[src/rtl/act_mem_arbiter_if.sv]
// Activation memory arbiter bus: host port, engine read/write paths and the memory side.
// The slave modport is the arbiter's view; master is the requesters' and memory's view.
interface act_mem_arbiter_if #(
  parameter int ADDR_W = 16,
  parameter int DATA_W = 64
);
  logic              host_req;
  logic              host_we;
  logic [ADDR_W-1:0] host_addr;
  logic [DATA_W-1:0] host_wdata;
  logic              host_gnt;
  logic              host_rvalid;
  logic [DATA_W-1:0] host_rdata;

  logic              eng_rd_req;
  logic [ADDR_W-1:0] eng_rd_addr;
  logic              eng_rd_gnt;
  logic              eng_rvalid;
  logic [DATA_W-1:0] eng_rdata;

  logic              eng_wr_req;
  logic [ADDR_W-1:0] eng_wr_addr;
  logic [DATA_W-1:0] eng_wr_data;
  logic              eng_wr_gnt;

  logic              mem_en;
  logic              mem_we;
  logic [ADDR_W-1:0] mem_addr;
  logic [DATA_W-1:0] mem_wdata;
  logic [DATA_W-1:0] mem_rdata;

  modport slave (
    input  host_req, host_we, host_addr, host_wdata,
    input  eng_rd_req, eng_rd_addr,
    input  eng_wr_req, eng_wr_addr, eng_wr_data,
    input  mem_rdata,
    output host_gnt, host_rvalid, host_rdata,
    output eng_rd_gnt, eng_rvalid, eng_rdata,
    output eng_wr_gnt,
    output mem_en, mem_we, mem_addr, mem_wdata
  );

  modport master (
    output host_req, host_we, host_addr, host_wdata,
    output eng_rd_req, eng_rd_addr,
    output eng_wr_req, eng_wr_addr, eng_wr_data,
    output mem_rdata,
    input  host_gnt, host_rvalid, host_rdata,
    input  eng_rd_gnt, eng_rvalid, eng_rdata,
    input  eng_wr_gnt,
    input  mem_en, mem_we, mem_addr, mem_wdata
  );
endinterface

[src/rtl/act_mem_arbiter.sv]
// Single-port activation memory arbiter: force_host > eng_wr > eng_rd > host, with host
// starvation protection and tagged read return. ACT_MEM_ARB_PERF_CNT_EN adds perf counters.
module act_mem_arbiter #(
  parameter int ADDR_W       = 16,
  parameter int DATA_W       = 64,
  parameter int RD_LAT       = 1,
  parameter int STARVE_LIMIT = 8
) (
  input  logic                clk,
  input  logic                reset,
  act_mem_arbiter_if.slave    bus
`ifdef ACT_MEM_ARB_PERF_CNT_EN
  ,
  input  logic                perf_clear,
  output logic [31:0]         perf_conflicts,
  output logic [31:0]         perf_host_stall
`endif
);

  localparam int CNT_W = $clog2(STARVE_LIMIT + 1);
  localparam logic [CNT_W-1:0] LIMIT    = CNT_W'(STARVE_LIMIT);
  localparam logic [CNT_W-1:0] LIMIT_M1 = CNT_W'(STARVE_LIMIT - 1);

  typedef enum logic [1:0] {
    SEL_NONE,
    SEL_ENG_WR,
    SEL_ENG_RD,
    SEL_HOST
  } sel_t;

  sel_t             sel;
  logic [CNT_W-1:0] starve_cnt;
  logic             force_host;
  logic             host_denied;
  logic             rd_issue;
  logic [RD_LAT-1:0] rp_valid;
  logic [RD_LAT-1:0] rp_host;

  always_comb begin
    sel = SEL_NONE;
    if (!reset) begin
      if (force_host && bus.host_req) sel = SEL_HOST;
      else if (bus.eng_wr_req)        sel = SEL_ENG_WR;
      else if (bus.eng_rd_req)        sel = SEL_ENG_RD;
      else if (bus.host_req)          sel = SEL_HOST;
    end
  end

  always_comb begin
    bus.host_gnt   = (sel == SEL_HOST);
    bus.eng_wr_gnt = (sel == SEL_ENG_WR);
    bus.eng_rd_gnt = (sel == SEL_ENG_RD);
    bus.mem_en     = (sel != SEL_NONE);
    bus.mem_we     = 1'b0;
    bus.mem_addr   = '0;
    bus.mem_wdata  = '0;
    case (sel)
      SEL_ENG_WR: begin
        bus.mem_we    = 1'b1;
        bus.mem_addr  = bus.eng_wr_addr;
        bus.mem_wdata = bus.eng_wr_data;
      end
      SEL_ENG_RD: begin
        bus.mem_addr  = bus.eng_rd_addr;
      end
      SEL_HOST: begin
        bus.mem_we    = bus.host_we;
        bus.mem_addr  = bus.host_addr;
        bus.mem_wdata = bus.host_wdata;
      end
      default: ;
    endcase
  end

  assign host_denied = bus.host_req && (sel != SEL_HOST);
  assign rd_issue    = (sel == SEL_ENG_RD) || ((sel == SEL_HOST) && !bus.host_we);

  // force_host is set on the same edge the counter reaches the limit, so the grant
  // lands on the cycle right after the last permitted denial.
  always_ff @(posedge clk) begin
    if (reset) begin
      starve_cnt <= '0;
      force_host <= 1'b0;
    end else begin
      if (host_denied) begin
        if (starve_cnt != LIMIT) starve_cnt <= starve_cnt + 1'b1;
      end else begin
        starve_cnt <= '0;
      end
      if ((sel == SEL_HOST) || !bus.host_req) force_host <= 1'b0;
      else if (host_denied && (starve_cnt >= LIMIT_M1)) force_host <= 1'b1;
    end
  end

  always_ff @(posedge clk) begin
    if (reset) begin
      rp_valid <= '0;
      rp_host  <= '0;
    end else begin
      rp_valid[0] <= rd_issue;
      rp_host[0]  <= (sel == SEL_HOST);
      for (int unsigned i = 1; i < RD_LAT; i++) begin
        rp_valid[i] <= rp_valid[i-1];
        rp_host[i]  <= rp_host[i-1];
      end
    end
  end

  assign bus.host_rvalid = rp_valid[RD_LAT-1] &&  rp_host[RD_LAT-1];
  assign bus.eng_rvalid  = rp_valid[RD_LAT-1] && !rp_host[RD_LAT-1];
  assign bus.host_rdata  = bus.mem_rdata;
  assign bus.eng_rdata   = bus.mem_rdata;

`ifdef ACT_MEM_ARB_PERF_CNT_EN
  logic conflict;
  assign conflict = (bus.host_req && bus.eng_rd_req) || (bus.host_req && bus.eng_wr_req) ||
                    (bus.eng_rd_req && bus.eng_wr_req);

  always_ff @(posedge clk) begin
    if (reset || perf_clear) begin
      perf_conflicts  <= '0;
      perf_host_stall <= '0;
    end else begin
      if (conflict && (perf_conflicts != '1))     perf_conflicts  <= perf_conflicts + 1'b1;
      if (host_denied && (perf_host_stall != '1)) perf_host_stall <= perf_host_stall + 1'b1;
    end
  end
`endif

endmodule

[src/flat_wrapper.sv]
// flat-port wrapper written by rule: the top's interface ports become plain ports
module act_mem_arbiter_flat 
#(
  parameter int ADDR_W       = 16,
  parameter int DATA_W       = 64,
  parameter int RD_LAT       = 1,
  parameter int STARVE_LIMIT = 8
)
  (clk, reset, bus_host_req, bus_host_we, bus_host_addr, bus_host_wdata, bus_eng_rd_req, bus_eng_rd_addr, bus_eng_wr_req, bus_eng_wr_addr, bus_eng_wr_data, bus_mem_rdata, bus_host_gnt, bus_host_rvalid, bus_host_rdata, bus_eng_rd_gnt, bus_eng_rvalid, bus_eng_rdata, bus_eng_wr_gnt, bus_mem_en, bus_mem_we, bus_mem_addr, bus_mem_wdata);
  act_mem_arbiter_if #(.ADDR_W(ADDR_W), .DATA_W(DATA_W)) bus_i ();
  input  logic clk;
  input  logic reset;
  input wire logic [$bits(bus_i.host_req)-1:0] bus_host_req;
  input wire logic [$bits(bus_i.host_we)-1:0] bus_host_we;
  input wire logic [$bits(bus_i.host_addr)-1:0] bus_host_addr;
  input wire logic [$bits(bus_i.host_wdata)-1:0] bus_host_wdata;
  input wire logic [$bits(bus_i.eng_rd_req)-1:0] bus_eng_rd_req;
  input wire logic [$bits(bus_i.eng_rd_addr)-1:0] bus_eng_rd_addr;
  input wire logic [$bits(bus_i.eng_wr_req)-1:0] bus_eng_wr_req;
  input wire logic [$bits(bus_i.eng_wr_addr)-1:0] bus_eng_wr_addr;
  input wire logic [$bits(bus_i.eng_wr_data)-1:0] bus_eng_wr_data;
  input wire logic [$bits(bus_i.mem_rdata)-1:0] bus_mem_rdata;
  output wire logic [$bits(bus_i.host_gnt)-1:0] bus_host_gnt;
  output wire logic [$bits(bus_i.host_rvalid)-1:0] bus_host_rvalid;
  output wire logic [$bits(bus_i.host_rdata)-1:0] bus_host_rdata;
  output wire logic [$bits(bus_i.eng_rd_gnt)-1:0] bus_eng_rd_gnt;
  output wire logic [$bits(bus_i.eng_rvalid)-1:0] bus_eng_rvalid;
  output wire logic [$bits(bus_i.eng_rdata)-1:0] bus_eng_rdata;
  output wire logic [$bits(bus_i.eng_wr_gnt)-1:0] bus_eng_wr_gnt;
  output wire logic [$bits(bus_i.mem_en)-1:0] bus_mem_en;
  output wire logic [$bits(bus_i.mem_we)-1:0] bus_mem_we;
  output wire logic [$bits(bus_i.mem_addr)-1:0] bus_mem_addr;
  output wire logic [$bits(bus_i.mem_wdata)-1:0] bus_mem_wdata;
  assign bus_i.host_req = bus_host_req;
  assign bus_i.host_we = bus_host_we;
  assign bus_i.host_addr = bus_host_addr;
  assign bus_i.host_wdata = bus_host_wdata;
  assign bus_i.eng_rd_req = bus_eng_rd_req;
  assign bus_i.eng_rd_addr = bus_eng_rd_addr;
  assign bus_i.eng_wr_req = bus_eng_wr_req;
  assign bus_i.eng_wr_addr = bus_eng_wr_addr;
  assign bus_i.eng_wr_data = bus_eng_wr_data;
  assign bus_i.mem_rdata = bus_mem_rdata;
  assign bus_host_gnt = bus_i.host_gnt;
  assign bus_host_rvalid = bus_i.host_rvalid;
  assign bus_host_rdata = bus_i.host_rdata;
  assign bus_eng_rd_gnt = bus_i.eng_rd_gnt;
  assign bus_eng_rvalid = bus_i.eng_rvalid;
  assign bus_eng_rdata = bus_i.eng_rdata;
  assign bus_eng_wr_gnt = bus_i.eng_wr_gnt;
  assign bus_mem_en = bus_i.mem_en;
  assign bus_mem_we = bus_i.mem_we;
  assign bus_mem_addr = bus_i.mem_addr;
  assign bus_mem_wdata = bus_i.mem_wdata;
  act_mem_arbiter #(.ADDR_W(ADDR_W), .DATA_W(DATA_W), .RD_LAT(RD_LAT), .STARVE_LIMIT(STARVE_LIMIT)) u_core (.clk(clk), .reset(reset), .bus(bus_i));
endmodule
[config.mk]
export PLATFORM = sky130hd
export DESIGN_NAME = act_mem_arbiter_flat
export DESIGN_NICKNAME = d
export VERILOG_FILES = /design/src/rtl/act_mem_arbiter_if.sv /design/src/rtl/act_mem_arbiter.sv /design/src/flat_wrapper.sv
export SDC_FILE = /design/constraint.sdc
export NUM_CORES = 1
export LEC_CHECK = 0
export ABC_AREA = 1
export BUFFER_PORTS_ARGS = -buffer_cell sky130_fd_sc_hd__buf_2
export CORE_AREA = 2 2 177 179
export CTS_BUF_LIST = sky130_fd_sc_hd__clkbuf_4
export CTS_CLUSTER_DIAMETER = 30
export DETAILED_ROUTE_END_ITERATION = 7
export DIE_AREA = 0 0 179 181
export GPL_ROUTABILITY_DRIVEN = 1
export REMOVE_ABC_BUFFERS = 1
export SLEW_MARGIN = 10
export SYNTH_ARGS = -nofsm -noshare
export SYNTH_HDL_FRONTEND = slang
export SYNTH_SLANG_ARGS = --single-unit
[constraint.sdc]
create_clock -name clk -period 1.6 [get_ports clk]
set_input_delay 0.32 -clock clk [delete_from_list [all_inputs] [get_ports clk]]
set_output_delay 0.32 -clock clk [all_outputs]
set_load 0.1 [all_outputs]
=== Word level (Yosys, flattened, before mapping) ===
Index checks and enable logic that the tools add are counted.

* Register bits after elaboration: 7
* Output and inout port bits: 215
* Word-level logic and storage cells: 34

* Add/sub/neg operators: 1
* Order comparisons: 1
* Equality and inequality tests: 5
* Multiplexer cells: 8
* Bitwise gates (word level): 1
* Reductions and logical operators: 14

{| class="wikitable"
|+ Operators by type and width
! cell !! number
|-
| $pmux 64 s2 || 1
|-
| $pmux 16 s3 || 1
|-
| $mux 2 || 5
|-
| $logic_and 1x1->1 || 6
|-
| $add 4x1->4 const B || 1
|-
| $eq 2x2->1 const B || 2
|-
| $ge 4x3->1 const B || 1
|-
| $ne 4x4->1 const B || 1
|-
| $reduce_or 2->1 || 2
|-
| $logic_not 1->1 || 3
|-
| $eq 2x1->1 const B || 1
|-
| $logic_or 1x1->1 || 2
|-
| $ne 2x2->1 const B || 1
|-
| $pmux 1 s2 || 1
|-
| $reduce_bool 2->1 || 1
|-
| $not 1->1 || 1
|}

=== Longest topological paths before layout ===
Gate-level depths: netlist of the first run.

* Depth after elaboration: 9
* Mapped depth: 9
* Mapped depth without buffers: 7

=== Worst setup path before layout of the first run ===
OpenSTA, ideal clock, no wires.

* Path kind: register -> output
* Start point: register u_core.force_host
* End point: output bus_eng_rd_gnt
* Arrival: 2.069 ns
* Data required time: 1.280 ns
* Path slack: -0.789 ns
* Cell stages (with the launch flop): 6
* Buffers on the path: 1
* Path through: dfxtp_1 nand2_2 nand2_4 nand2_2 clkbuf_1 nor2_1

* Word-level cells in the longest chain between the ends: 4

{| class="wikitable"
|+ Ends and longest elaborated chain
! what !! line !! text
|-
| start, declared || act_mem_arbiter.sv:33 || <nowiki>logic force_host;</nowiki>
|-
| start signal, assigned || act_mem_arbiter.sv:83 || <nowiki>force_host <= 1'b0;</nowiki>
|-
| start signal, assigned || act_mem_arbiter.sv:90 || <nowiki>if ((sel == SEL_HOST) || !bus.host_req) force_host <= 1'b0;</nowiki>
|-
| start signal, assigned || act_mem_arbiter.sv:91 || <nowiki>else if (host_denied && (starve_cnt >= LIMIT_M1)) force_host <= 1'b1;</nowiki>
|-
| $logic_and 1x1->1 || act_mem_arbiter.sv:42 || <nowiki>if (force_host && bus.host_req) sel = SEL_HOST;</nowiki>
|-
| $mux 2 || act_mem_arbiter.sv:42 ||
|-
| $mux 2 || act_mem_arbiter.sv:41 || <nowiki>if (!reset) begin</nowiki>
|-
| $eq 2x2->1 || act_mem_arbiter.sv:52 || <nowiki>bus.eng_rd_gnt = (sel == SEL_ENG_RD);</nowiki>
|-
| end, declared || flat_wrapper.sv:26 || <nowiki>output wire logic [$bits(bus_i.eng_rd_gnt)-1:0] bus_eng_rd_gnt;</nowiki>
|}

Every way passes these cells.

=== Worst setup path after layout of the first run ===
* Start point: register u_core.force_host
* End point: output bus_mem_wdata[31]

* Word-level cells in the longest chain between the ends: 5
* Elaborated cells on any way between the ends: 6

{| class="wikitable"
|+ Ends and longest elaborated chain
! what !! line !! text
|-
| $logic_and 1x1->1 * || act_mem_arbiter.sv:42 ||
|-
| $mux 2 * || act_mem_arbiter.sv:42 ||
|-
| $mux 2 * || act_mem_arbiter.sv:41 ||
|-
| $eq 2x2->1 or $eq 2x1->1 (tied branches) || act_mem_arbiter.sv:57 || <nowiki>case (sel)</nowiki>
|-
| $pmux 64 s2 * || act_mem_arbiter.sv:57 ||
|-
| end, declared || flat_wrapper.sv:33 || <nowiki>output wire logic [$bits(bus_i.mem_wdata)-1:0] bus_mem_wdata;</nowiki>
|}

Every way passes the cells marked *; elsewhere a longest branch is shown, timed or not.

==> results of run 1 <==
-- layout make-up --
| class | instances | area [sq um] |
|---|---|---|
| Clock inverter | 1 | 5.00 |
| Clock buffer | 3 | 22.5 |
| Inverter | 13 | 48.8 |
| Timing Repair Buffer | 300 | 3040 |
| Antenna cell | 1 | 2.50 |
| Sequential cell | 7 | 141 |
| Multi-Input combinational cell | 292 | 1610 |
| Tap cell | 396 | 495 |
| Fill cell | 3394 | 25000 |
-- where the power goes --
part	internal, mW	switching (mW)	total [mW]	leakage, nW
clock network	0.0920	0.0774	0.169	0.0177
logic	0.976	1.76	2.73	2.52
registers	0.179	0.00355	0.182	0.0574
total	1.25	1.84	3.09	2.60
-- registers in the layout, summed over array words and instances (netlist names) --
register,count
u_core.starve_cnt,4
u_core.force_host,1
u_core.rp_host,1
u_core.rp_valid,1
-- cell families after synthesis --
kind of cell	synth area share [%]
simple gates	47.6
buf+inv	44.4
flops	5.40
compound gates	1.01
xor+xnor	0.675
fa+ha+maj	0.965
-- cells in the final DEF, fill, tap and decap left out, types with 3 or more instances in the layout --
cell                        count
sky130_fd_sc_hd__nand2_2       80
sky130_fd_sc_hd__buf_6          3
sky130_fd_sc_hd__buf_12        91
sky130_fd_sc_hd__buf_4         18
sky130_fd_sc_hd__clkbuf_4       3
sky130_fd_sc_hd__nand2_1      108
sky130_fd_sc_hd__nor2_4         3
sky130_fd_sc_hd__nand2_4       14
sky130_fd_sc_hd__clkbuf_16      3
sky130_fd_sc_hd__buf_2        183
sky130_fd_sc_hd__nand3_1       34
sky130_fd_sc_hd__inv_1         10
sky130_fd_sc_hd__nor2_1         9
sky130_fd_sc_hd__nand4_1       32
sky130_fd_sc_hd__dfxtp_1        6
-- worst max-delay path, delay by kind of cell (launching register included) --
kind	cells	cell delay, ns
buf+inv	3	0.51
flops	1	0.36
simple gates	6	0.59
-- layer usage --
layer  share of wire (%)  vias up
met2                  41      378
li1                    -     1647
met5                 1.2        -
met4                 1.0        6
met3                  25       23
met1                  32     1686
-- worst paths after layout --
check / startpoint / cells past startpoint / slack, ns / end
worst max register to register: u_core.starve_cnt[0] / 7 / 0.39 / u_core.starve_cnt[1]
worst min-delay path: bus_host_we / 2 / 0.26 / u_core.rp_valid
worst max-delay path: u_core.force_host / 9 / -0.46 / bus_mem_wdata[31]
worst min register to register: u_core.starve_cnt[2] / 4 / 0.57 / u_core.force_host
-- what timing repair did --
item                       CTS  global route
pin swaps                    3             9
setup endpoints to repair   85            85
hold buffers                 0             0
gates cloned                 2             3
gates resized for setup     48            62
buffers inserted             4             3
-- metrics by stage --
stage | hold slack [ns] | TNS [ns]
after floorplan | 0.416 | -269.28
after global placement | 0.524 | -28.43
after detailed placement | 0.525 | -28.43
after CTS | 0.250 | -33.74
after global routing | 0.254 | -40.61
final | 0.259 | -32.38
==> results.yml, run 1 <==
global_route:
  use_met1_pct: 12.5
  grt_pass1_wl_microns: 29500
  globalRouteMet3Util_pct: 16.0
  global_route.overflow_total: 0
  busiest_layer: "met2"
  largest_net_degree_at_the_start_of_global_routing: 34
  number_of_global_route_vias_before_repair: 3469
  gr-usage-met2_pct: 18.4
  grt_util_all_layers_pct: 13.3
  antenna_found_initial: 1
route:
  vias: 3740
  remaining_drc_errors: 0
  final_antenna_net_count: 0
  wirelength_microns: 23900
  vias_per_cell: 3.69
  drt_iter0_drc: 307
  detailedRoute.firstPassIterationCount: 6
  wl_per_cell_microns: 23.6
synth:
  yosys.area.top_type: "sky130_fd_sc_hd__buf_4"
  synth_flop_cell: "sky130_fd_sc_hd__dfxtp_1"
  yosys.cell_count.top_type: "sky130_fd_sc_hd__nand2_1"
  synth-edff-count: 0
  synth.lib_cells_used.distinct: 26
  synth_cells: 465
  synth.yosys.warnings: 0
  mappedNetlistArea_sq_um: 2590
  synth_seq_cells: 7
  synth_area_per_cell_sq_um: 5.58
  synth_async_sr_flop_share_pct: 0
  post_synth_most_frequent_cells: "198 x sky130_fd_sc_hd__nand2_1, 139 x sky130_fd_sc_hd__buf_4, 34 x sky130_fd_sc_hd__nand3_1"
  yosysTopAreaCellShare_pct: 40.2
  synth_top_cells_by_area: "sky130_fd_sc_hd__buf_4 40%, sky130_fd_sc_hd__nand2_1 29%, sky130_fd_sc_hd__nand4_1 7.7%"
  synth-seq-area-share_pct: 5.40
sta:
  unrepaired_setup_endpoints_after_global_routing: "true"
  final.setup_skew_ns: 0.00702
  timing_hold_violations_final: 0
  achievable-frequency_ghz: 0.486
  final.min_clock_period_ns: 2.06
  worstMarginPinSlew_ns: 0.491
  timing.final.setup_violations: 84
  finalWorstSetupSlack_ns: -0.456
  post-route-period-util_pct: 129
  slew_viol_final: 0
  relSlewSlack_pct: 67.2
final_layout:
  synth_to_layout_area_growth_pct: 107
  final_cell_count_no_fill: 1013
  finish.utilization_pct: 17.7
  drive_gt1_share_pct: 66.1
  number_of_nets_in_the_layout: 865
  final_cell_area_sq_um: 5360
status:
  failed_checks: "negative setup slack"
  outcome: "complete, but fails checks"
floorplanning:
  num_rows: 64
  top_level_ports: 461
  chipWidth_microns: 179
  die_area_sq_um: 32400
  design.core.area_sq_um: 30300
  initial_utilization_pct: 8.55
  die_y_microns: 181
placement:
  post-dp-hpwl_microns: 20100
  gp_congestion: 1.01
  place_area_sq_um: 4840
  preCtsSetupSlack_ns: -0.447
  place_inst: 998
  port_buffers: 268
critical_path:
  path_cells: "nand2_4 -> nand3_4 -> nand2_4 -> nor2_4 -> buf_12 -> clkbuf_16 -> nand2_1 -> nand2_2 -> buf_12"
  highest_cell_delay_on_the_worst_timing_path_ns: 0.36
  worst_ep_required_time_ns: 1.28
  worst-endpoint-arrival_ns: 1.74
  worst_path_max_delay_cell: "sky130_fd_sc_hd__dfxtp_2"
  crit_path_end_kind: "output port"
  timing.critical_path.fanout_max: 8
  timing.critical_path.from_type: "register"
  path_class: "reg2out"
clocking:
  number_of_buffers_created_by_cts: 3
  cts_sinks: 7
  cts_clk_pin_slew_worst_paths_ns: 0.06
  ctsLongestPathBuffers: 2
  cts_tree: "built"
  clock_latency_ns: 0.26
  cts_h_tree_lvls: 1
  cts.root.buffer_cell: "sky130_fd_sc_hd__clkbuf_4"
pwr:
  report.power.total_mw: 3.09
  vdd_drop_max_v: 0.000266
  static-leakage-power_nw: 2.60
  power_density_nw_per_um2: 576
worst_hold_path:
  timing.hold.worst.class: "in2reg"
flow_run:
  maxCapViolCount: 0
Note: power is estimated with default switching activity, not from simulation.
==> inputs of run 2 (changes only) <==
--- a/config.mk
+++ b/config.mk
@@ -7,11 +7,11 @@
 export LEC_CHECK = 0
 export ABC_AREA = 1
 export BUFFER_PORTS_ARGS = -buffer_cell sky130_fd_sc_hd__buf_2
-export CORE_AREA = 2 2 177 179
+export CORE_AREA = 2 2 182 184
 export CTS_BUF_LIST = sky130_fd_sc_hd__clkbuf_4
 export CTS_CLUSTER_DIAMETER = 30
 export DETAILED_ROUTE_END_ITERATION = 7
-export DIE_AREA = 0 0 179 181
+export DIE_AREA = 0 0 184 186
 export GPL_ROUTABILITY_DRIVEN = 1
 export REMOVE_ABC_BUFFERS = 1
 export SLEW_MARGIN = 10
==> constraint.sdc (replaced) <==
create_clock -name clk -period 2.65 [get_ports clk]
set_input_delay 0.53 -clock clk [delete_from_list [all_inputs] [get_ports clk]]
set_output_delay 0.53 -clock clk [all_outputs]
set_load 0.1 [all_outputs]
==> run 2 against run 1 <==
The run now ends clean. Global-route usage shrank 1.3 points. Final cell count fell by 0.39%. Core utilization is 2.7 points lower. Wire length fell by 6.9%. Largest power group unchanged. First-iteration DRC count fell by 9.4%. Highest routed layer unchanged.
==> results.yml, run 2 (synthesized netlist as in run 1, its figures left out) <==
final_layout:
  final_cell_area_sq_um: 4810
  drive_gt1_share_pct: 49.7
  number_of_nets_in_the_layout: 848
  synth_to_layout_area_growth_pct: 85.6
  max_ffs_per_register: 4
  most-common-layout-cells: "198 x sky130_fd_sc_hd__nand2_1, 183 x sky130_fd_sc_hd__buf_2, 88 x sky130_fd_sc_hd__buf_12, 34 x sky130_fd_sc_hd__nand3_1, 32 x sky130_fd_sc_hd__nand4_1"
  final_cell_count_no_fill: 1009
  mostFrequentLayoutCell: "sky130_fd_sc_hd__nand2_1"
  top_register: "u_core.starve_cnt"
floorplanning:
  chipWidth_microns: 184
  num_rows: 66
  design.core.area_sq_um: 32200
  initial_utilization_pct: 8.05
  die_area_sq_um: 34200
  top_level_ports: 461
  die_y_microns: 186
placement:
  place_area_sq_um: 4780
  place_inst: 1003
  gp_congestion: 0.968
  post-dp-hpwl_microns: 19700
  port_buffers: 268
route:
  wl_per_cell_microns: 22.1
  remaining_drc_errors: 0
  drt_iter0_drc: 278
  detailedRoute.firstPassIterationCount: 5
  vias_per_cell: 3.59
  wirelength_microns: 22300
  vias: 3627
  final_antenna_net_count: 0
sta:
  slew_viol_final: 0
  post-route-period-util_pct: 91.7
  worstMarginPinSlew_ns: 0.490
  timing_hold_violations_final: 0
  timing.final.setup_violations: 0
  final.setup_skew_ns: 0.00654
  achievable-frequency_ghz: 0.411
  relSlewSlack_pct: 67.5
  unrepaired_setup_endpoints_after_global_routing: "false"
  final.min_clock_period_ns: 2.43
global_route:
  grt_pass1_wl_microns: 27800
  number_of_global_route_vias_before_repair: 3271
  largest_net_degree_at_the_start_of_global_routing: 66
  antenna_found_initial: 3
  grt_util_all_layers_pct: 12.0
  global_route.overflow_total: 0
flow_run:
  maxCapViolCount: 0
pwr:
  power_density_nw_per_um2: 362
  report.power.total_mw: 1.74
  vdd_drop_max_v: 0.000115
  static-leakage-power_nw: 2.42
clocking:
  cts_clk_pin_slew_worst_paths_ns: 0.05
  cts.repair.resized: 0
  cts_hold_buf: 0
  cts_h_tree_lvls: 1
  clock_latency_ns: 0.25
  cts_tree: "built"
  ctsLongestPathBuffers: 2
  cts_sinks: 7
  cts_setup_buffers: 0
  cts.root.buffer_cell: "sky130_fd_sc_hd__clkbuf_4"
  number_of_buffers_created_by_cts: 3
critical_path:
  crit_path_end_kind: "output port"
  worst_ep_required_time_ns: 2.12
  slack_of_the_worst_reg_to_reg_path_ns: 1.51
  timing.critical_path.fanout_max: 65
  reg2reg_depth: 7
  worst-endpoint-arrival_ns: 1.90
  worstReg2RegEnd: "u_core.starve_cnt[1]"
  worstReg2RegStart: "u_core.starve_cnt[0]"
  startpoint: "bus_host_req"
  path_class: "in2out"
  timing.critical_path.from_type: "primary input"
worst_hold_path:
  min_from: "bus_host_we"
  timing.hold.worst.class: "in2reg"
  min_to: "u_core.rp_valid"
  hold_depth: 2
status:
  outcome: "finished, final reports clean"
run 2: cell types whose count changed in the layout (fill, tap and decap cells not counted), moves of 2 or more:
cell,previous run,this run
sky130_fd_sc_hd__buf_4,18,12
sky130_fd_sc_hd__nand2_2,80,3
sky130_fd_sc_hd__buf_16,2,0
sky130_fd_sc_hd__clkbuf_16,3,0
sky130_fd_sc_hd__buf_12,91,88
sky130_fd_sc_hd__nand2_1,108,198
sky130_fd_sc_hd__nand2_4,14,1
sky130_fd_sc_hd__buf_6,3,0
run 2: critical path, stage by stage:
cell and delay (ns):
sky130_fd_sc_hd__buf_2 0.12, sky130_fd_sc_hd__nor2_1 0.17, sky130_fd_sc_hd__nor2_4 0.05, sky130_fd_sc_hd__nand2_2 0.12, sky130_fd_sc_hd__inv_2 0.06, sky130_fd_sc_hd__nor2_4 0.09
sky130_fd_sc_hd__buf_12 0.25, sky130_fd_sc_hd__nand2_1 0.08, sky130_fd_sc_hd__nand2_1 0.15, sky130_fd_sc_hd__buf_12 0.19
run 2: worst max-delay path by stage:
stage | end | slack, ns | cells after the start
detailed placement | bus_mem_wdata[17] | 0.18 | 10
global route | bus_mem_wdata[17] | 0.08 | 10
finish | bus_mem_wdata[17] | 0.22 | 10
floorplan | bus_mem_wdata[0] | -3.29 | 6
global placement | bus_mem_wdata[17] | 0.20 | 10
CTS | bus_mem_wdata[17] | 0.18 | 10
run 2: per-stage QoR:
stage               TNS (ns)  hold WS [ns]  util (%)  worst slack [ns]
finish                     0         0.497      14.9             0.219
CTS                        0         0.486      14.9             0.184
global placement           0         0.552      14.8             0.195
floorplan            -215.71         0.516         -             -3.29
global route               0         0.493      14.9            0.0760
detailed placement         0         0.555      14.8             0.185
run 2: area by class of cell:
class                   count  area (sq um)
diodes                      2          5.00
multi-input cells         292          1320
well taps                 408           510
clock buffers               3          22.5
flip-flops and latches      7           140
inverters                  13          48.8
fillers                  3678         27400
repair buffers            283          2770
clock inverters             1          5.00
run 2: where the power goes:
group	total, mW	switching (mW)	internal, mW
combinational	1.54	1.01	0.526
sequential	0.110	0.00210	0.108
clock	0.0975	0.0423	0.0553
total	1.74	1.06	0.689
run 2: metal layers:
metal	global-route usage [%]	vias up	part of all wire, %
met5	12.0	-	2.2
met4	1.73	8	0.81
met3	16.4	32	29
met2	15.4	441	39
met1	10.4	1535	30
li1	-	1611	-
